==> src/rtl/alu_multicycle.sv <==
// Multi-cycle ALU: single-cycle arithmetic/logic/shift ops plus
// iterative shift-add multiply and restoring divide with a start/busy/done handshake.
module alu_multicycle #(
  parameter int N = 8
) (
  input  logic         clk,
  input  logic         reset,
  input  logic         start,
  input  logic [3:0]   mode,
  input  logic [N-1:0] in_a,
  input  logic [N-1:0] in_b,
  output logic [N-1:0] out,
  output logic [N-1:0] out_hi,
  output logic         busy,
  output logic         done,
  output logic         flag_zero,
  output logic         flag_carry,
  output logic         flag_neg,
  output logic         flag_ovf
);

  localparam int CW = (N > 2) ? $clog2(N) : 1;

  localparam logic [3:0] M_ADD = 4'd0;
  localparam logic [3:0] M_ADC = 4'd1;
  localparam logic [3:0] M_SUB = 4'd2;
  localparam logic [3:0] M_SBB = 4'd3;
  localparam logic [3:0] M_INC = 4'd4;
  localparam logic [3:0] M_DEC = 4'd5;
  localparam logic [3:0] M_AND = 4'd6;
  localparam logic [3:0] M_OR  = 4'd7;
  localparam logic [3:0] M_XOR = 4'd8;
  localparam logic [3:0] M_NOT = 4'd9;
  localparam logic [3:0] M_SHL = 4'd10;
  localparam logic [3:0] M_SHR = 4'd11;
  localparam logic [3:0] M_ROL = 4'd12;
  localparam logic [3:0] M_ROR = 4'd13;
  localparam logic [3:0] M_MUL = 4'd14;
  localparam logic [3:0] M_DIV = 4'd15;

  typedef enum logic {IDLE, EXEC} state_t;

  state_t        state;
  logic [CW-1:0] cnt;
  logic [N-1:0]  opr;
  logic [N-1:0]  acc_hi;
  logic [N-1:0]  acc_lo;
  logic          is_div;

  logic [N:0]    sum;
  logic [N-1:0]  r;
  logic [N-1:0]  rhi;
  logic          rc;
  logic          rv;
  logic          a_s;
  logic          b_s;
  logic          iter;

  always_comb begin
    sum = '0;
    r   = '0;
    rhi = '0;
    rc  = flag_carry;
    rv  = 1'b0;
    a_s = in_a[N-1];
    b_s = 1'b0;
    unique case (mode)
      M_ADD: begin
        sum = {1'b0, in_a} + {1'b0, in_b};
        b_s = in_b[N-1];
      end
      M_ADC: begin
        sum = {1'b0, in_a} + {1'b0, in_b} + {{N{1'b0}}, flag_carry};
        b_s = in_b[N-1];
      end
      M_SUB: begin
        sum = {1'b0, in_a} - {1'b0, in_b};
        b_s = ~in_b[N-1];
      end
      M_SBB: begin
        sum = {1'b0, in_a} - {1'b0, in_b} - {{N{1'b0}}, flag_carry};
        b_s = ~in_b[N-1];
      end
      M_INC: sum = {1'b0, in_a} + {{N{1'b0}}, 1'b1};
      M_DEC: begin
        sum = {1'b0, in_a} - {{N{1'b0}}, 1'b1};
        b_s = 1'b1;
      end
      M_AND: r = in_a & in_b;
      M_OR:  r = in_a | in_b;
      M_XOR: r = in_a ^ in_b;
      M_NOT: r = ~in_a;
      M_SHL: begin
        r  = {in_a[N-2:0], 1'b0};
        rc = in_a[N-1];
      end
      M_SHR: begin
        r  = {1'b0, in_a[N-1:1]};
        rc = in_a[0];
      end
      M_ROL: begin
        r  = {in_a[N-2:0], in_a[N-1]};
        rc = in_a[N-1];
      end
      M_ROR: begin
        r  = {in_a[0], in_a[N-1:1]};
        rc = in_a[0];
      end
      M_DIV: begin
        r   = '1;
        rhi = in_a;
        rc  = 1'b1;
      end
      default: ;
    endcase
    // Arithmetic modes: overflow when effective operand signs agree but result sign differs
    if (mode <= M_DEC) begin
      r  = sum[N-1:0];
      rc = sum[N];
      rv = (a_s == b_s) && (sum[N-1] != a_s);
    end
  end

  logic [N:0]   madd;
  logic [N+1:0] dsub;
  logic [N-1:0] nhi;
  logic [N-1:0] nlo;

  always_comb begin
    madd = {1'b0, acc_hi} + (acc_lo[0] ? {1'b0, opr} : '0);
    dsub = {1'b0, acc_hi, acc_lo[N-1]} - {2'b00, opr};
    if (is_div) begin
      if (!dsub[N+1]) begin
        nhi = dsub[N-1:0];
        nlo = {acc_lo[N-2:0], 1'b1};
      end else begin
        nhi = {acc_hi[N-2:0], acc_lo[N-1]};
        nlo = {acc_lo[N-2:0], 1'b0};
      end
    end else begin
      nhi = madd[N:1];
      nlo = {madd[0], acc_lo[N-1:1]};
    end
  end

  assign iter = (mode == M_MUL) || ((mode == M_DIV) && (in_b != '0));

  always_ff @(posedge clk or posedge reset) begin
    if (reset) begin
      state      <= IDLE;
      cnt        <= '0;
      opr        <= '0;
      acc_hi     <= '0;
      acc_lo     <= '0;
      is_div     <= 1'b0;
      out        <= '0;
      out_hi     <= '0;
      busy       <= 1'b0;
      done       <= 1'b0;
      flag_zero  <= 1'b0;
      flag_carry <= 1'b0;
      flag_neg   <= 1'b0;
      flag_ovf   <= 1'b0;
    end else begin
      done <= 1'b0;
      unique case (state)
        IDLE: begin
          if (start && iter) begin
            state  <= EXEC;
            busy   <= 1'b1;
            cnt    <= '0;
            is_div <= (mode == M_DIV);
            opr    <= (mode == M_DIV) ? in_b : in_a;
            acc_hi <= '0;
            acc_lo <= (mode == M_DIV) ? in_a : in_b;
          end else if (start) begin
            out        <= r;
            out_hi     <= rhi;
            flag_carry <= rc;
            flag_ovf   <= rv;
            flag_zero  <= (r == '0);
            flag_neg   <= r[N-1];
            done       <= 1'b1;
          end
        end
        EXEC: begin
          acc_hi <= nhi;
          acc_lo <= nlo;
          if (cnt == CW'(N-1)) begin
            cnt        <= '0;
            state      <= IDLE;
            busy       <= 1'b0;
            done       <= 1'b1;
            out        <= nlo;
            out_hi     <= nhi;
            flag_carry <= is_div ? 1'b0 : (nhi != '0);
            flag_ovf   <= 1'b0;
            flag_zero  <= (nlo == '0);
            flag_neg   <= nlo[N-1];
          end else begin
            cnt <= cnt + 1'b1;
          end
        end
        default: state <= IDLE;
      endcase
    end
  end

endmodule

==> config.mk <==
export PLATFORM = sky130hd
export DESIGN_NAME = alu_multicycle
export DESIGN_NICKNAME = d
export VERILOG_FILES = /design/src/rtl/alu_multicycle.sv
export SDC_FILE = /design/constraint.sdc
export NUM_CORES = 1
export LEC_CHECK = 0
export BUFFER_PORTS_ARGS = -buffer_cell sky130_fd_sc_hd__buf_2
export CAP_MARGIN = 20
export CORE_ASPECT_RATIO = 0.5
export CORE_MARGIN = 2
export CORE_UTILIZATION = 50
export DETAILED_ROUTE_END_ITERATION = 10
export HOLD_SLACK_MARGIN = 0.05
export PLACE_DENSITY = 0.64
export SYNTH_ARGS = -nofsm -noshare
export SYNTH_HDL_FRONTEND = slang
export SYNTH_SLANG_ARGS = --single-unit
==> constraint.sdc <==
create_clock -name clk -period 4.07 [get_ports clk]
set_clock_uncertainty 0.1 [all_clocks]
set_input_delay 1.221 -clock clk [delete_from_list [all_inputs] [get_ports clk]]
set_output_delay 1.221 -clock clk [all_outputs]
set_load 0.05 [all_outputs]
### After elaboration in Yosys (flattened, before gate mapping)

Index checks and enable logic that the tools add are counted.

* flip-flop bits (word level): 51
* input port bits: 23

* $add $sub $neg: 9
* order comparisons: 1
* eq/ne operators: 23
* multiplexer cells: 56
* bitwise operators: 6
* reduce and logical (&&, ||, !) cells: 17

Operators with widths (number)
* $mux W8: 16
* $pmux W8 S9: 1
* $pmux W8 S2: 4
* $pmux W9 S6: 1
* $eq A4 B4 Y1 const B: 8
* $mux W1: 22
* $add A8 B8 Y9: 2
* $eq A4 B3 Y1 const B: 4
* $logic_not A8 Y1: 2
* $reduce_bool A8 Y1: 2
* $pmux W1 S2: 7
* $sub A9 B8 Y10: 1
* $add A8 B1 Y9 const B: 1
* $add A9 B1 Y9: 1
* $sub A8 B1 Y9 const B: 1
* $sub A8 B8 Y9: 1
* $sub A9 B1 Y9: 1
* $and A8 B8 Y8: 1
* $eq A4 B2 Y1 const B: 2
* $not A8 Y8: 1
* $or A8 B8 Y8: 1
* $reduce_or A2 Y1: 4
* $xor A8 B8 Y8: 1
* $mux W3: 2
* other kinds (18): 25

### Depth between registers and ports, before layout

* depth in word-level cells: 9
* mapped depth: 15

### Worst setup path after synthesis

No wires, ideal clock.

* kind: input -> register
* start point: input in_a[0]
* end point: register flag_ovf
* setup time: 0.130 ns
* arrival: 4.248 ns
* path slack: -0.408 ns
* stages on the path: 13
* path through: clkbuf_1 -> inv_1 -> ha_1 -> fa_1 -> or2_4 -> a2111oi_4 -> a211oi_2 -> or2_4 -> or4_4 -> and3_4 -> and4_4 -> o31ai_2 -> nand3_1

* longest elaborated chain between the ends: 9
* elaborated cells on any way between the ends: 13
* classes of those cells: add/sub: 6; eq/ne: 1; mux: 5; reduce/logical: 1

RTL lines
* from (decl): RTL line 10 `input logic [N-1:0] in_a,`
* $sub A8 B8 Y9 or $add A8 B8 Y9 (tied branches)
* $sub A9 B1 Y9 or $add A9 B1 Y9 (tied branches): RTL line 81, 73
* $pmux W9 S6 *: RTL line 67 `unique case (mode)`
* $ne A1 B1 Y1 *: RTL line 120 `rv = (a_s == b_s) && (sum[N-1] != a_s);`
* $logic_and A1 B1 Y1 *: RTL line 120
* $mux W1 *: RTL line 117 `if (mode <= M_DEC) begin`
* $mux W1 *: RTL line 176 `end else if (start) begin`
* $mux W1 *: RTL line 168 `if (start && iter) begin`
* $pmux W1 S2 *: RTL line 166 `unique case (state)`
* to (signal assigned): RTL line 180 `flag_ovf <= rv;`
* to (decl): RTL line 19 `output logic flag_ovf`

Mark *: on every way between the ends. The rest lies on a longest branch, timed or not. The select of a mux whose other input is x is not followed.
A chain may end at the register's enable or synchronous reset.

### Worst setup path in the final report

* start point: input in_b[0]
* end point: register flag_ovf

* longest elaborated chain between the ends: 9
* elaborated cells on any way between the ends: 17
* classes of those cells: add/sub: 4; eq/ne: 2; mux: 5; reduce/logical: 6

RTL lines
* from (decl): RTL line 11 `input logic [N-1:0] in_b,`
* $sub A8 B8 Y9 or $add A8 B8 Y9 (tied branches)
* $sub A9 B1 Y9 or $add A9 B1 Y9 (tied branches): RTL line 81, 73
* $pmux W9 S6: RTL line 67
* $ne A1 B1 Y1: RTL line 120
* $logic_and A1 B1 Y1: RTL line 120
* $mux W1: RTL line 117
* $mux W1: RTL line 176
* $mux W1: RTL line 168
* $pmux W1 S2: RTL line 166

Several ways; a longest one is shown, not always the timed one. The select of a mux whose other input is x is not followed.

==> results.yml <==
status:
  outcome: "finished clean"
power:
  total_power_mw: 4.26
  p_sw_share_pct: 50.8
  pwr-share-seq_pct: 22.3
  leakage_nw: 3.35
  vdd_drop_max_uv: 414
  power.internal_mw: 2.10
  combPwrFrac_pct: 67.5
  switching_power_mw: 2.16
  clockPowerShare_pct: 10.1
  pwr_density_cell_nw_per_um2: 609
logic_synthesis:
  synth_xor_xnor_area_share_pct: 4.97
  synth_cell_types: 78
  synth_seq_area_share_pct: 21.5
  async_reset_ff_share_pct: 100
  synth_nets: 835
  synth_edf_count: 0
  synth_cells: 754
  ys_ff_latch: 50
  synthFlopType: "dfrtp_1"
  synth-compound-area-share_pct: 26.3
  synth_area_per_cell_um2: 7.71
  synth_top_family_by_area: "compound AO/OA/AOI/OAI gates"
  synthSimpleGateAreaFrac_pct: 21.6
  muxShareOfSynthArea_pct: 5.66
  synthAdderAreaFrac_pct: 13.3
  synthesis.area_um2: 5810
  ys_warn_count: 0
global_route:
  use_met1_pct: 47.0
  grt-ovfl-total: 0
  track_usage_pct: 33.2
  grt_util_met2_pct: 50.1
  grt_pass1_wl_um: 31900
  antenna_found_initial: 0
  grt_pass1_vias: 5835
  grt-busiest-layer: "met2"
  grtUsageMet3_pct: 6.91
  grt_max_degree: 51
final_layout:
  num_antenna_cells: 0
  final_cell_count_no_fill: 1016
  nets: 951
  regArea_um2: 1250
  multi_input_area_um2: 4220
  drive_gt1_share_pct: 22.6
  fillCellCount: 1019
  syn_to_final_growth_pct: 20.3
worst_setup_path:
  critPathLaunchType: "primary input"
  critPathCapture: "flag_ovf"
  r2r_cells: 11
  crit_required_ns: 4.14
  r2r_slack_ns: 0.38
  crit_path_start: "in_b[0]"
  crit_fanout: 3
  path_class: "in2reg"
  r2r_start: "opr[1]"
  critPathCaptureType: "register"
  r2r_end: "flag_carry"
  cp_data_arrival_time_ns: 4.04
floorplan:
  die_area_um2: 12600
  start_util_pct: 52.1
  die_h_um: 80.2
  rows: 27
  io_pins: 45
  core-area_um2: 11100
  chipWidth_um: 156
sta:
  worst_slew_pin_slew_ns: 0.931
  finalSetupViolCount: 0
  period_minus_slack_ns: 3.97
  worst_slack_ns: 0.0991
  hold_viol_final: 0
  fmaxAchievable_mhz: 252
  final-max-slew-violation-count: 0
  max-slew-margin-rel_pct: 37.9
  fin_crit_sh_pct: 97.6
  rsz0062_at_grt: "false"
clocking:
  htree_num_levels: 2
  tritoncts: "yes"
  clk_path_buf_depth: 2
  clkTransAtPathRegs_ns: 0.07
  clock_latency_ns: 0.29
  clock-root-buffer: "clkbuf_16"
  numCtsBuffers: 5
  clkSinkCount: 50
route:
  vias: 6198
  wl_per_cell_um: 19.9
  drc: 0
  via_per_inst: 6.10
  dr.pass1.iters: 5
  drt_wl_total_um: 20200
  ant_nets: 0
  drtIter0Drc: 683
placed_design:
  numPortBuffers: 44
  pre_cts_slack_ns: -0.224
  dpl.cell_count: 1007
  place_congestion: 1.05
  dpl.hpwl_um: 15800
job:
  cap_viol_max_count: 0
min_path:
  hp-class: "reg2reg"
[metal layers]
layer  vias to the layer above  wire length, um  part of all wire [%]
li1                       2935                -                     -
met1                      2930             9310                    46
met2                       285             8340                    41
met3                        48             1960                   9.7
met4                         0              646                   3.2
met5                         -                0                     0
[cells in the mapped netlist (5+ instances only)]
cell | n | share of area [%]
fa_1 | 5 | 1.7
o221ai_1 | 6 | 0.90
a21o_1 | 12 | 1.6
and2_1 | 10 | 1.1
a21oi_1 | 60 | 5.2
o22ai_1 | 9 | 0.97
nor3_1 | 16 | 1.4
or2_2 | 7 | 0.75
mux2_2 | 7 | 1.4
a22oi_1 | 8 | 1.0
nand4_1 | 5 | 0.54
a22o_1 | 5 | 0.75
and3_1 | 6 | 0.65
o21ai_0 | 53 | 4.6
clkbuf_1 | 26 | 1.7
o21a_1 | 6 | 0.78
ha_1 | 53 | 11
xnor2_1 | 18 | 2.7
a211oi_1 | 9 | 1.2
a31oi_1 | 11 | 1.2
nor2_1 | 65 | 4.2
nand2_1 | 98 | 6.3
nor4_1 | 5 | 0.54
nor2b_1 | 9 | 0.97
xor2_1 | 15 | 2.3
o2111ai_1 | 7 | 1.1
nand2b_1 | 7 | 0.75
inv_1 | 50 | 3.2
nand3_1 | 14 | 1.2
mux2i_1 | 25 | 4.3
dfrtp_1 | 50 | 22
[per-stage QoR]
step	instance area (um2)	hold slack [ns]	utilization [%]	TNS, ns
finish	6990	0.381	62.7	0
global route	6990	0.413	62.7	0
CTS	6950	0.382	62.4	0
detailed placement	6800	0.367	61.0	-0.713
global placement	6800	0.362	61.0	-0.472
floorplan	5870	0.371	-	-0.00508
[kinds of logic after synthesis]
| kind of cell | Yosys count |
|---|---|
| and+or+nand+nor | 263 |
| buffers and inverters | 88 |
| xor gates and xnor gates | 33 |
| DFF | 50 |
| muxes | 32 |
| AOI/OAI and AO/OA | 229 |
| adders and majority gates | 59 |
[placed cells by master, fill, tap and decap left out, types with 5 or more instances in the layout]
cell type / netlist / layout
buf_4: 2 / 101
nand2_1: 98 / 98
nor2_1: 65 / 64
a21oi_1: 60 / 59
o21ai_0: 53 / 53
ha_1: 53 / 52
dfrtp_1: 50 / 50
inv_1: 50 / 48
buf_2: 1 / 44
mux2i_1: 25 / 25
xnor2_1: 18 / 18
nor3_1: 16 / 16
xor2_1: 15 / 15
nand3_1: 14 / 13
a21o_1: 12 / 12
a31oi_1: 11 / 11
and2_1: 10 / 10
nor2b_1: 9 / 9
o22ai_1: 9 / 9
a211oi_1: 9 / 8
a22oi_1: 8 / 8
mux2_2: 7 / 7
nand2b_1: 7 / 7
o2111ai_1: 7 / 6
and3_1: 6 / 6
o21a_1: 6 / 6
o221ai_1: 6 / 6
or2_2: 7 / 6
nor4_1: 5 / 5
a22o_1: 5 / 5
nand4_1: 5 / 5
clkbuf_16: 0 / 5
[cell type report]
class	count	share of cell area (%)
sequential	50	17.9
inverter	51	2.77
timing repair buffer	146	14.3
tap	145	2.60
clock buffer	5	1.79
multi-input combinational	616	60.3
clock inverter	3	0.340
[registers in the layout (all words and copies together) (netlist names)]
name	count
state	1
flag_zero	1
is_div	1
out_hi	8
cnt	3
busy	1
opr	8
flag_ovf	1
flag_carry	1
acc_lo	8
out	8
acc_hi	8
done	1
[critical path: stages]
cell and delay (ns):
buf_2 0.12, buf_4 0.14, ha_4 0.16, fa_2 0.37
or2_4 0.27, a2111oi_4 0.35, a211oi_2 0.08, or2_4 0.25
or4_4 0.44, and3_4 0.20, and4_4 0.17, o31ai_2 0.17
nand3_1 0.09
[what timing repair did]
item,in CTS,in global routing
gates resized for setup,0,3
buffers inserted,0,0
setup endpoints to repair,0,4
hold buffers,0,0
[power by group through the flow]
stage,logic (mW),clock network (mW),registers [mW]
2_1_floorplan,1.77,0,1.20
3_3_place_gp,2.78,0,0.946
3_5_place_dp,2.83,0,0.954
4_1_cts,2.85,0.437,0.946
5_1_grt,3.12,0.458,0.984
6_report,2.88,0.432,0.951
[worst min path at each step]
stage,from,endpoint,slack [ns],depth (start not counted)
3_3_place_gp,out_hi[6],out_hi[6],0.36,2
2_1_floorplan,cnt[0],cnt[0],0.37,1
4_1_cts,out_hi[6],out_hi[6],0.38,2
6_report,out_hi[6],out_hi[6],0.38,2
5_1_grt,busy,busy,0.41,1
3_5_place_dp,out_hi[6],out_hi[6],0.37,2
No activity file was read; power rests on OpenSTA's default activity.
